$ cat src/rtl/bus_arbiter_if.sv
// Shared memory bus arbiter interface: two requesting masters (M0, M1) and
// the single slave bus they share.
// Modport "master" is the arbiter's view: it takes requests and slave read
// data, and drives grants, acks, returned read data and the slave bus.
// Modport "slave" is the opposite side: the requesters together with the
// memory/IO bus mux.
interface bus_arbiter_if #(
  parameter int ADDR_W = 32
);
  logic              m0Req;
  logic [ADDR_W-1:0] m0Address;
  logic [31:0]       m0DataOut;
  logic              m0WriteEnable;
  logic              m0Grant;
  logic              m0Ack;
  logic [31:0]       m0DataIn;

  logic              m1Req;
  logic [ADDR_W-1:0] m1Address;
  logic [31:0]       m1DataOut;
  logic              m1WriteEnable;
  logic              m1Grant;
  logic              m1Ack;
  logic [31:0]       m1DataIn;

  logic [ADDR_W-1:0] address;
  logic [31:0]       dataOut;
  logic              busWriteEnable;
  logic [31:0]       dataIn;

  modport master (
    input  m0Req, m0Address, m0DataOut, m0WriteEnable,
    output m0Grant, m0Ack, m0DataIn,
    input  m1Req, m1Address, m1DataOut, m1WriteEnable,
    output m1Grant, m1Ack, m1DataIn,
    output address, dataOut, busWriteEnable,
    input  dataIn
  );

  modport slave (
    output m0Req, m0Address, m0DataOut, m0WriteEnable,
    input  m0Grant, m0Ack, m0DataIn,
    output m1Req, m1Address, m1DataOut, m1WriteEnable,
    input  m1Grant, m1Ack, m1DataIn,
    input  address, dataOut, busWriteEnable,
    output dataIn
  );
endinterface

$ cat src/rtl/bus_arbiter.sv
// Two-master, one-slave arbiter for the shared 32-bit memory bus.
// M0 (fetch/load-store) and M1 (debug loader / DMA) compete for the slave.
// One master is granted per transaction; the slave bus is driven from
// registers, the arbiter waits LATENCY cycles, captures read data and
// returns a one-cycle ack to the winner.
// Optional feature: define BUS_ARBITER_ROUND_ROBIN_EN to make simultaneous
// requests alternate between masters. Without it M0 always wins ties.
module bus_arbiter #(
  parameter int LATENCY = 2,   // 1..15 cycles from address valid to dataIn valid
  parameter int ADDR_W  = 32
) (
  input  logic          clk,
  input  logic          reset,
  bus_arbiter_if.master bus
);

  typedef enum logic {IDLE, ACCESS} state_t;

  state_t     state;
  logic [3:0] count;
  logic       winner;      // 0 = M0 owns the current transaction, 1 = M1
  logic       lastWinner;  // owner of the most recently completed transaction
  logic       tieToM1;     // on a simultaneous request, give the bus to M1
  logic       pick;        // master chosen this cycle when in IDLE

`ifdef BUS_ARBITER_ROUND_ROBIN_EN
  // Alternate on contention: whoever did not win last time goes next.
  assign tieToM1 = ~lastWinner;
`else
  // Fixed priority; lastWinner is still maintained but masked out here.
  assign tieToM1 = lastWinner & 1'b0;
`endif

  // Winner selection: a lone requester always wins, ties use tieToM1.
  always_comb begin
    pick = 1'b0;
    if (bus.m0Req && bus.m1Req) begin
      pick = tieToM1;
    end else begin
      pick = bus.m1Req;
    end
  end

  // Arbitration FSM with all bus-facing outputs registered.
  always_ff @(posedge clk or posedge reset) begin
    if (reset) begin
      state              <= IDLE;
      count              <= 4'd0;
      winner             <= 1'b0;
      lastWinner         <= 1'b1;
      bus.m0Grant        <= 1'b0;
      bus.m1Grant        <= 1'b0;
      bus.m0Ack          <= 1'b0;
      bus.m1Ack          <= 1'b0;
      bus.m0DataIn       <= 32'd0;
      bus.m1DataIn       <= 32'd0;
      bus.address        <= '0;
      bus.dataOut        <= 32'd0;
      bus.busWriteEnable <= 1'b0;
    end else begin
      // Acks are single-cycle pulses.
      bus.m0Ack <= 1'b0;
      bus.m1Ack <= 1'b0;
      case (state)
        IDLE: begin
          // address/dataOut keep their last values while the bus is idle.
          bus.busWriteEnable <= 1'b0;
          if (bus.m0Req || bus.m1Req) begin
            winner <= pick;
            if (pick) begin
              bus.address        <= bus.m1Address;
              bus.dataOut        <= bus.m1DataOut;
              bus.busWriteEnable <= bus.m1WriteEnable;
              bus.m1Grant        <= 1'b1;
            end else begin
              bus.address        <= bus.m0Address;
              bus.dataOut        <= bus.m0DataOut;
              bus.busWriteEnable <= bus.m0WriteEnable;
              bus.m0Grant        <= 1'b1;
            end
            count <= 4'(LATENCY);
            state <= ACCESS;
          end
        end
        ACCESS: begin
          if (count > 4'd1) begin
            count <= count - 4'd1;
          end else begin
            // Completion edge: dataIn is valid now for a read.
            if (!bus.busWriteEnable) begin
              if (winner) begin
                bus.m1DataIn <= bus.dataIn;
              end else begin
                bus.m0DataIn <= bus.dataIn;
              end
            end
            if (winner) begin
              bus.m1Ack   <= 1'b1;
              bus.m1Grant <= 1'b0;
            end else begin
              bus.m0Ack   <= 1'b1;
              bus.m0Grant <= 1'b0;
            end
            bus.busWriteEnable <= 1'b0;
            lastWinner         <= winner;
            count              <= 4'd0;
            state              <= IDLE;
          end
        end
        default: state <= IDLE;
      endcase
    end
  end

endmodule

$ cat src/flat_wrapper.sv
// flat-port wrapper written by rule: the top's interface ports become plain ports
module bus_arbiter_flat 
#(
  parameter int LATENCY = 2,                                                     
  parameter int ADDR_W  = 32
)
  (clk, reset, bus_m0Req, bus_m0Address, bus_m0DataOut, bus_m0WriteEnable, bus_m0Grant, bus_m0Ack, bus_m0DataIn, bus_m1Req, bus_m1Address, bus_m1DataOut, bus_m1WriteEnable, bus_m1Grant, bus_m1Ack, bus_m1DataIn, bus_address, bus_dataOut, bus_busWriteEnable, bus_dataIn);
  bus_arbiter_if #(.ADDR_W(ADDR_W)) bus_i ();
  input  logic clk;
  input  logic reset;
  input wire logic [$bits(bus_i.m0Req)-1:0] bus_m0Req;
  input wire logic [$bits(bus_i.m0Address)-1:0] bus_m0Address;
  input wire logic [$bits(bus_i.m0DataOut)-1:0] bus_m0DataOut;
  input wire logic [$bits(bus_i.m0WriteEnable)-1:0] bus_m0WriteEnable;
  output wire logic [$bits(bus_i.m0Grant)-1:0] bus_m0Grant;
  output wire logic [$bits(bus_i.m0Ack)-1:0] bus_m0Ack;
  output wire logic [$bits(bus_i.m0DataIn)-1:0] bus_m0DataIn;
  input wire logic [$bits(bus_i.m1Req)-1:0] bus_m1Req;
  input wire logic [$bits(bus_i.m1Address)-1:0] bus_m1Address;
  input wire logic [$bits(bus_i.m1DataOut)-1:0] bus_m1DataOut;
  input wire logic [$bits(bus_i.m1WriteEnable)-1:0] bus_m1WriteEnable;
  output wire logic [$bits(bus_i.m1Grant)-1:0] bus_m1Grant;
  output wire logic [$bits(bus_i.m1Ack)-1:0] bus_m1Ack;
  output wire logic [$bits(bus_i.m1DataIn)-1:0] bus_m1DataIn;
  output wire logic [$bits(bus_i.address)-1:0] bus_address;
  output wire logic [$bits(bus_i.dataOut)-1:0] bus_dataOut;
  output wire logic [$bits(bus_i.busWriteEnable)-1:0] bus_busWriteEnable;
  input wire logic [$bits(bus_i.dataIn)-1:0] bus_dataIn;
  assign bus_i.m0Req = bus_m0Req;
  assign bus_i.m0Address = bus_m0Address;
  assign bus_i.m0DataOut = bus_m0DataOut;
  assign bus_i.m0WriteEnable = bus_m0WriteEnable;
  assign bus_m0Grant = bus_i.m0Grant;
  assign bus_m0Ack = bus_i.m0Ack;
  assign bus_m0DataIn = bus_i.m0DataIn;
  assign bus_i.m1Req = bus_m1Req;
  assign bus_i.m1Address = bus_m1Address;
  assign bus_i.m1DataOut = bus_m1DataOut;
  assign bus_i.m1WriteEnable = bus_m1WriteEnable;
  assign bus_m1Grant = bus_i.m1Grant;
  assign bus_m1Ack = bus_i.m1Ack;
  assign bus_m1DataIn = bus_i.m1DataIn;
  assign bus_address = bus_i.address;
  assign bus_dataOut = bus_i.dataOut;
  assign bus_busWriteEnable = bus_i.busWriteEnable;
  assign bus_i.dataIn = bus_dataIn;
  bus_arbiter #(.LATENCY(LATENCY), .ADDR_W(ADDR_W)) u_core (.clk(clk), .reset(reset), .bus(bus_i));
endmodule
$ cat config.mk
export PLATFORM = sky130hd
export DESIGN_NAME = bus_arbiter_flat
export DESIGN_NICKNAME = d
export VERILOG_FILES = /design/src/rtl/bus_arbiter_if.sv /design/src/rtl/bus_arbiter.sv /design/src/flat_wrapper.sv
export SDC_FILE = /design/constraint.sdc
export NUM_CORES = 1
export LEC_CHECK = 0
export ABC_AREA = 1
export ABC_CLOCK_PERIOD_IN_PS = 5200
export BUFFER_PORTS_ARGS = -buffer_cell sky130_fd_sc_hd__buf_2
export CAP_MARGIN = 20
export CORE_UTILIZATION = 46
export CTS_CLUSTER_SIZE = 28
export DETAILED_ROUTE_END_ITERATION = 12
export MAX_ROUTING_LAYER = met4
export PLACE_DENSITY = 0.89
export SLEW_MARGIN = 20
export SYNTH_ARGS = -nofsm -noshare
export SYNTH_HDL_FRONTEND = slang
export SYNTH_SLANG_ARGS = --single-unit
$ cat constraint.sdc
create_clock -name clk -period 5.2 [get_ports clk]
set_input_delay 0.78 -clock clk [delete_from_list [all_inputs] [get_ports clk]]
set_output_delay 0.78 -clock clk [all_outputs]
set_load 0.05 [all_outputs]
==> results.sh <==
export IMPL_r2r_end="u_core.bus.m0DataIn[9]$_DFFE_PP0P_"
export IMPL_gr_total_overflow=0
export IMPL_p_sw_frac=0.540
export IMPL_grt_pass1_vias=5744
export IMPL_synth_top_area_frac=0.573
export IMPL_cpMostUsedCell="nand2_1"
export IMPL_synth_fp_nets=867
export IMPL_dieArea_um2=13700
export IMPL_postCtsSetupBuffers=0
export IMPL_tns_ns=0
export IMPL_cp_max_fo=33
export IMPL_required_ns=5.49
export IMPL_tightest_slew_ns=0.897
export IMPL_synth_edff_count=0
export IMPL_fp_dieH_um=117
export IMPL_final_area_um2=8130
export IMPL_slew_violations=0
export IMPL_slew_headroom=0.401
export IMPL_critPathSlowestCell="nand3_2"
export IMPL_num_rows=41
export IMPL_ys_top_cells_by_count="213 x nand2_1, 139 x dfrtp_1, 74 x o21ai_0"
export IMPL_min_period_ns=2.59
export IMPL_cp_end_kind="flip-flop"
export IMPL_place_area_um2=7520
export IMPL_path_clk_slew_ns=0.05
export IMPL_r2r_start="u_core.count[0]$_DFFE_PP0P_"
export IMPL_synth_area_per_cell_um2=8.69
export IMPL_cts_root_buffer="clkbuf_16"
export IMPL_outcome="finished, final reports clean"
export IMPL_coreArea_um2=12700
export IMPL_ant_nets=0
export IMPL_yosysTopAreaCell="dfrtp_1"
export IMPL_path_buf_inv=3
export IMPL_drive_gt1_frac=0.353
export IMPL_first_iter_violations=528
export IMPL_pwr_share_seq=0.286
export IMPL_hold_class="reg -> reg"
export IMPL_cts_tree="built"
export IMPL_finish_net_count=1142
export IMPL_hold_path_startpoint="u_core.bus.m0DataIn[13]$_DFFE_PP0P_"
export IMPL_place_hpwl_um=13100
export IMPL_ctsHoldBuffers=0
export IMPL_utilization=0.639
export IMPL_power_switching_mw=3.69
export IMPL_cts_resized=0
export IMPL_post_place_cells=1126
export IMPL_holdWs_ns=0.461
export IMPL_synth_most_common_cell="nand2_1"
export IMPL_cp_data_arrival_time_ns=2.89
export IMPL_peakVddDrop_mv=0.477
export IMPL_fp_dieW_um=117
export IMPL_grt_pass1_wl_um=28700
export IMPL_reg2reg_slack_ns=2.61
export IMPL_crit_type="reg -> reg"
export IMPL_path_cells="inv_1 > ha_1 > inv_1 > nand2_1 > nand2_2 > inv_2 > nand3_2 > nand2_1 > nand2_1"
export IMPL_insertion_delay_ns=0.42
export IMPL_remaining_drc_errors=0
export IMPL_antenna_found_initial=4
export IMPL_synth_warnings=0
export IMPL_cp_num_cells=9
export IMPL_area_delta_synth_final_pct=33.9
export IMPL_worstSetupStartpoint="u_core.count[0]$_DFFE_PP0P_"
export IMPL_groute_usage_overall=0.286
export IMPL_max_freq_mhz=385
export IMPL_cellInternalPower_mw=3.14
export IMPL_grt_max_degree=95
export IMPL_cts_made_buffers=17
export IMPL_crit_path_max_incr_delay_ns=0.71
export IMPL_routed_wl_um=18800
export IMPL_n_fill_cell=1087
export IMPL_worstRegToRegCells=9
export IMPL_final_seq_area_um2=3480
export IMPL_clkPwrFrac=0.171
export IMPL_fin_cells=1164
export IMPL_wl_per_cell_um=16.2
export IMPL_netlist_area_um2=6070
export IMPL_ys_seq_area_frac=0.573
export IMPL_cts_sinks=139
export IMPL_synth_area_leaders="dfrtp_1 57%, nand2_1 13%, o21ai_0 6.1%, o21ai_1 4.8%, nor2_1 4.3%"
export IMPL_multiInputGateArea_um2=2230
export IMPL_htreeDepth=4
export IMPL_num_io_pins=299
export IMPL_vias=6119
export IMPL_setup_violations_final=0
export IMPL_combPwrFrac=0.543
export IMPL_critPathCapture="u_core.bus.m0DataIn[9]$_DFFE_PP0P_"
export IMPL_leakage_nw=4.40
export IMPL_synth_ff_type="dfrtp_1"
export IMPL_ys_types=22
export IMPL_cpLargestDelayFamily="simple AND/OR/NAND/NOR gates"
export IMPL_ys_seq_elements=139
export IMPL_cap_violations=0
export IMPL_async_flop_share=1.00
export IMPL_fin_crit_sh=0.499
export IMPL_clk_path_buf_depth=2
export IMPL_rsz0062_at_grt="false"
export IMPL_drtPass1Iterations=7
export IMPL_crit_path_start_kind="flip-flop"
export IMPL_worst_clock_skew_ns=0.0105
export IMPL_worstHoldPathCells=2
export IMPL_initial_utilization=0.477
export IMPL_place_congestion=0.821
export IMPL_hold_viol_final=0
export IMPL_postSynthCellCount=699
export IMPL_io_buffers=298
export IMPL_vias_per_cell=5.26
export IMPL_power_density_nw_per_um2=840
[worst min-delay path by stage]
stage | to | slack (ns)
finish | u_core.bus.m0DataIn[13]$_DFFE_PP0P_ | 0.46
global route | u_core.bus.m1DataIn[4]$_DFFE_PP0P_ | 0.48
CTS | u_core.bus.m0DataIn[13]$_DFFE_PP0P_ | 0.47
detailed placement | u_core.bus.m0DataIn[13]$_DFFE_PP0P_ | 0.45
global placement | u_core.bus.m1DataIn[27]$_DFFE_PP0P_ | 0.45
floorplan | u_core.bus.m0Ack$_DFF_PP0_ | 0.48
[per-layer routing]
metal,wire length [um],vias up,track usage
li1,-,2869,-
met1,7280,2854,0.334
met2,9160,334,0.440
met3,1580,62,0.0855
met4,826,0,0.166
met5,0,-,-
[registers in the layout, summed over array words and instances, names as in the netlist, 4 cells and up]
register	flops
u_core.bus.address	32
u_core.bus.dataOut	32
u_core.bus.m0DataIn	32
u_core.bus.m1DataIn	32
u_core.count	4
[stage by stage]
step | worst slack (ns) | power, mW
6_report | 2.61 | 6.83
5_1_grt | 2.35 | 7.23
4_1_cts | 2.60 | 6.83
3_5_place_dp | 2.50 | 5.64
3_3_place_gp | 2.53 | 5.56
2_1_floorplan | 0.695 | 4.76
[power groups by stage]
stage	sequential, mW	clock (mW)	combinational [mW]
floorplan	3.72	0	1.05
global placement	1.93	0	3.64
detailed placement	1.94	0	3.70
CTS	1.94	1.19	3.70
global route	2.01	1.23	3.98
finish	1.95	1.17	3.71
[tightest hold or removal path: cells and delay by family, from the launching register on]
family / cells / cell delay [ns]
flops: 1 / 0.34
simple gates: 2 / 0.09
[area by class of cell]
class                      instances  share of cell area
sequential                       139               0.428
multi-input combinational        498               0.275
timing repair buffer             305               0.192
clock buffer                      23              0.0588
tap                              172              0.0265
clock inverter                     8              0.0114
inverter                          13             0.00662
antenna                            6             0.00185
[cells in the final DEF (no fill, tap or decap), types with 4 or more instances in the layout]
cell type  instances
buf_2            298
nand2_1          213
dfrtp_1          139
o21ai_0           74
nor2_1            69
o21ai_1           58
nand3_1           37
nand4_1           32
clkbuf_16         17
inv_1              9
diode_2            6
buf_4              6
clkinv_2           5
nand2_2            4
[kinds of logic after synthesis]
logic type	synth area share
AOI/OAI and AO/OA	0.110
xor gates and xnor gates	0.00144
adders and majority gates	0.00412
buffers and inverters	0.0592
DFF	0.573
and+or+nand+nor	0.252
Power figures use the tool's default switching activity.
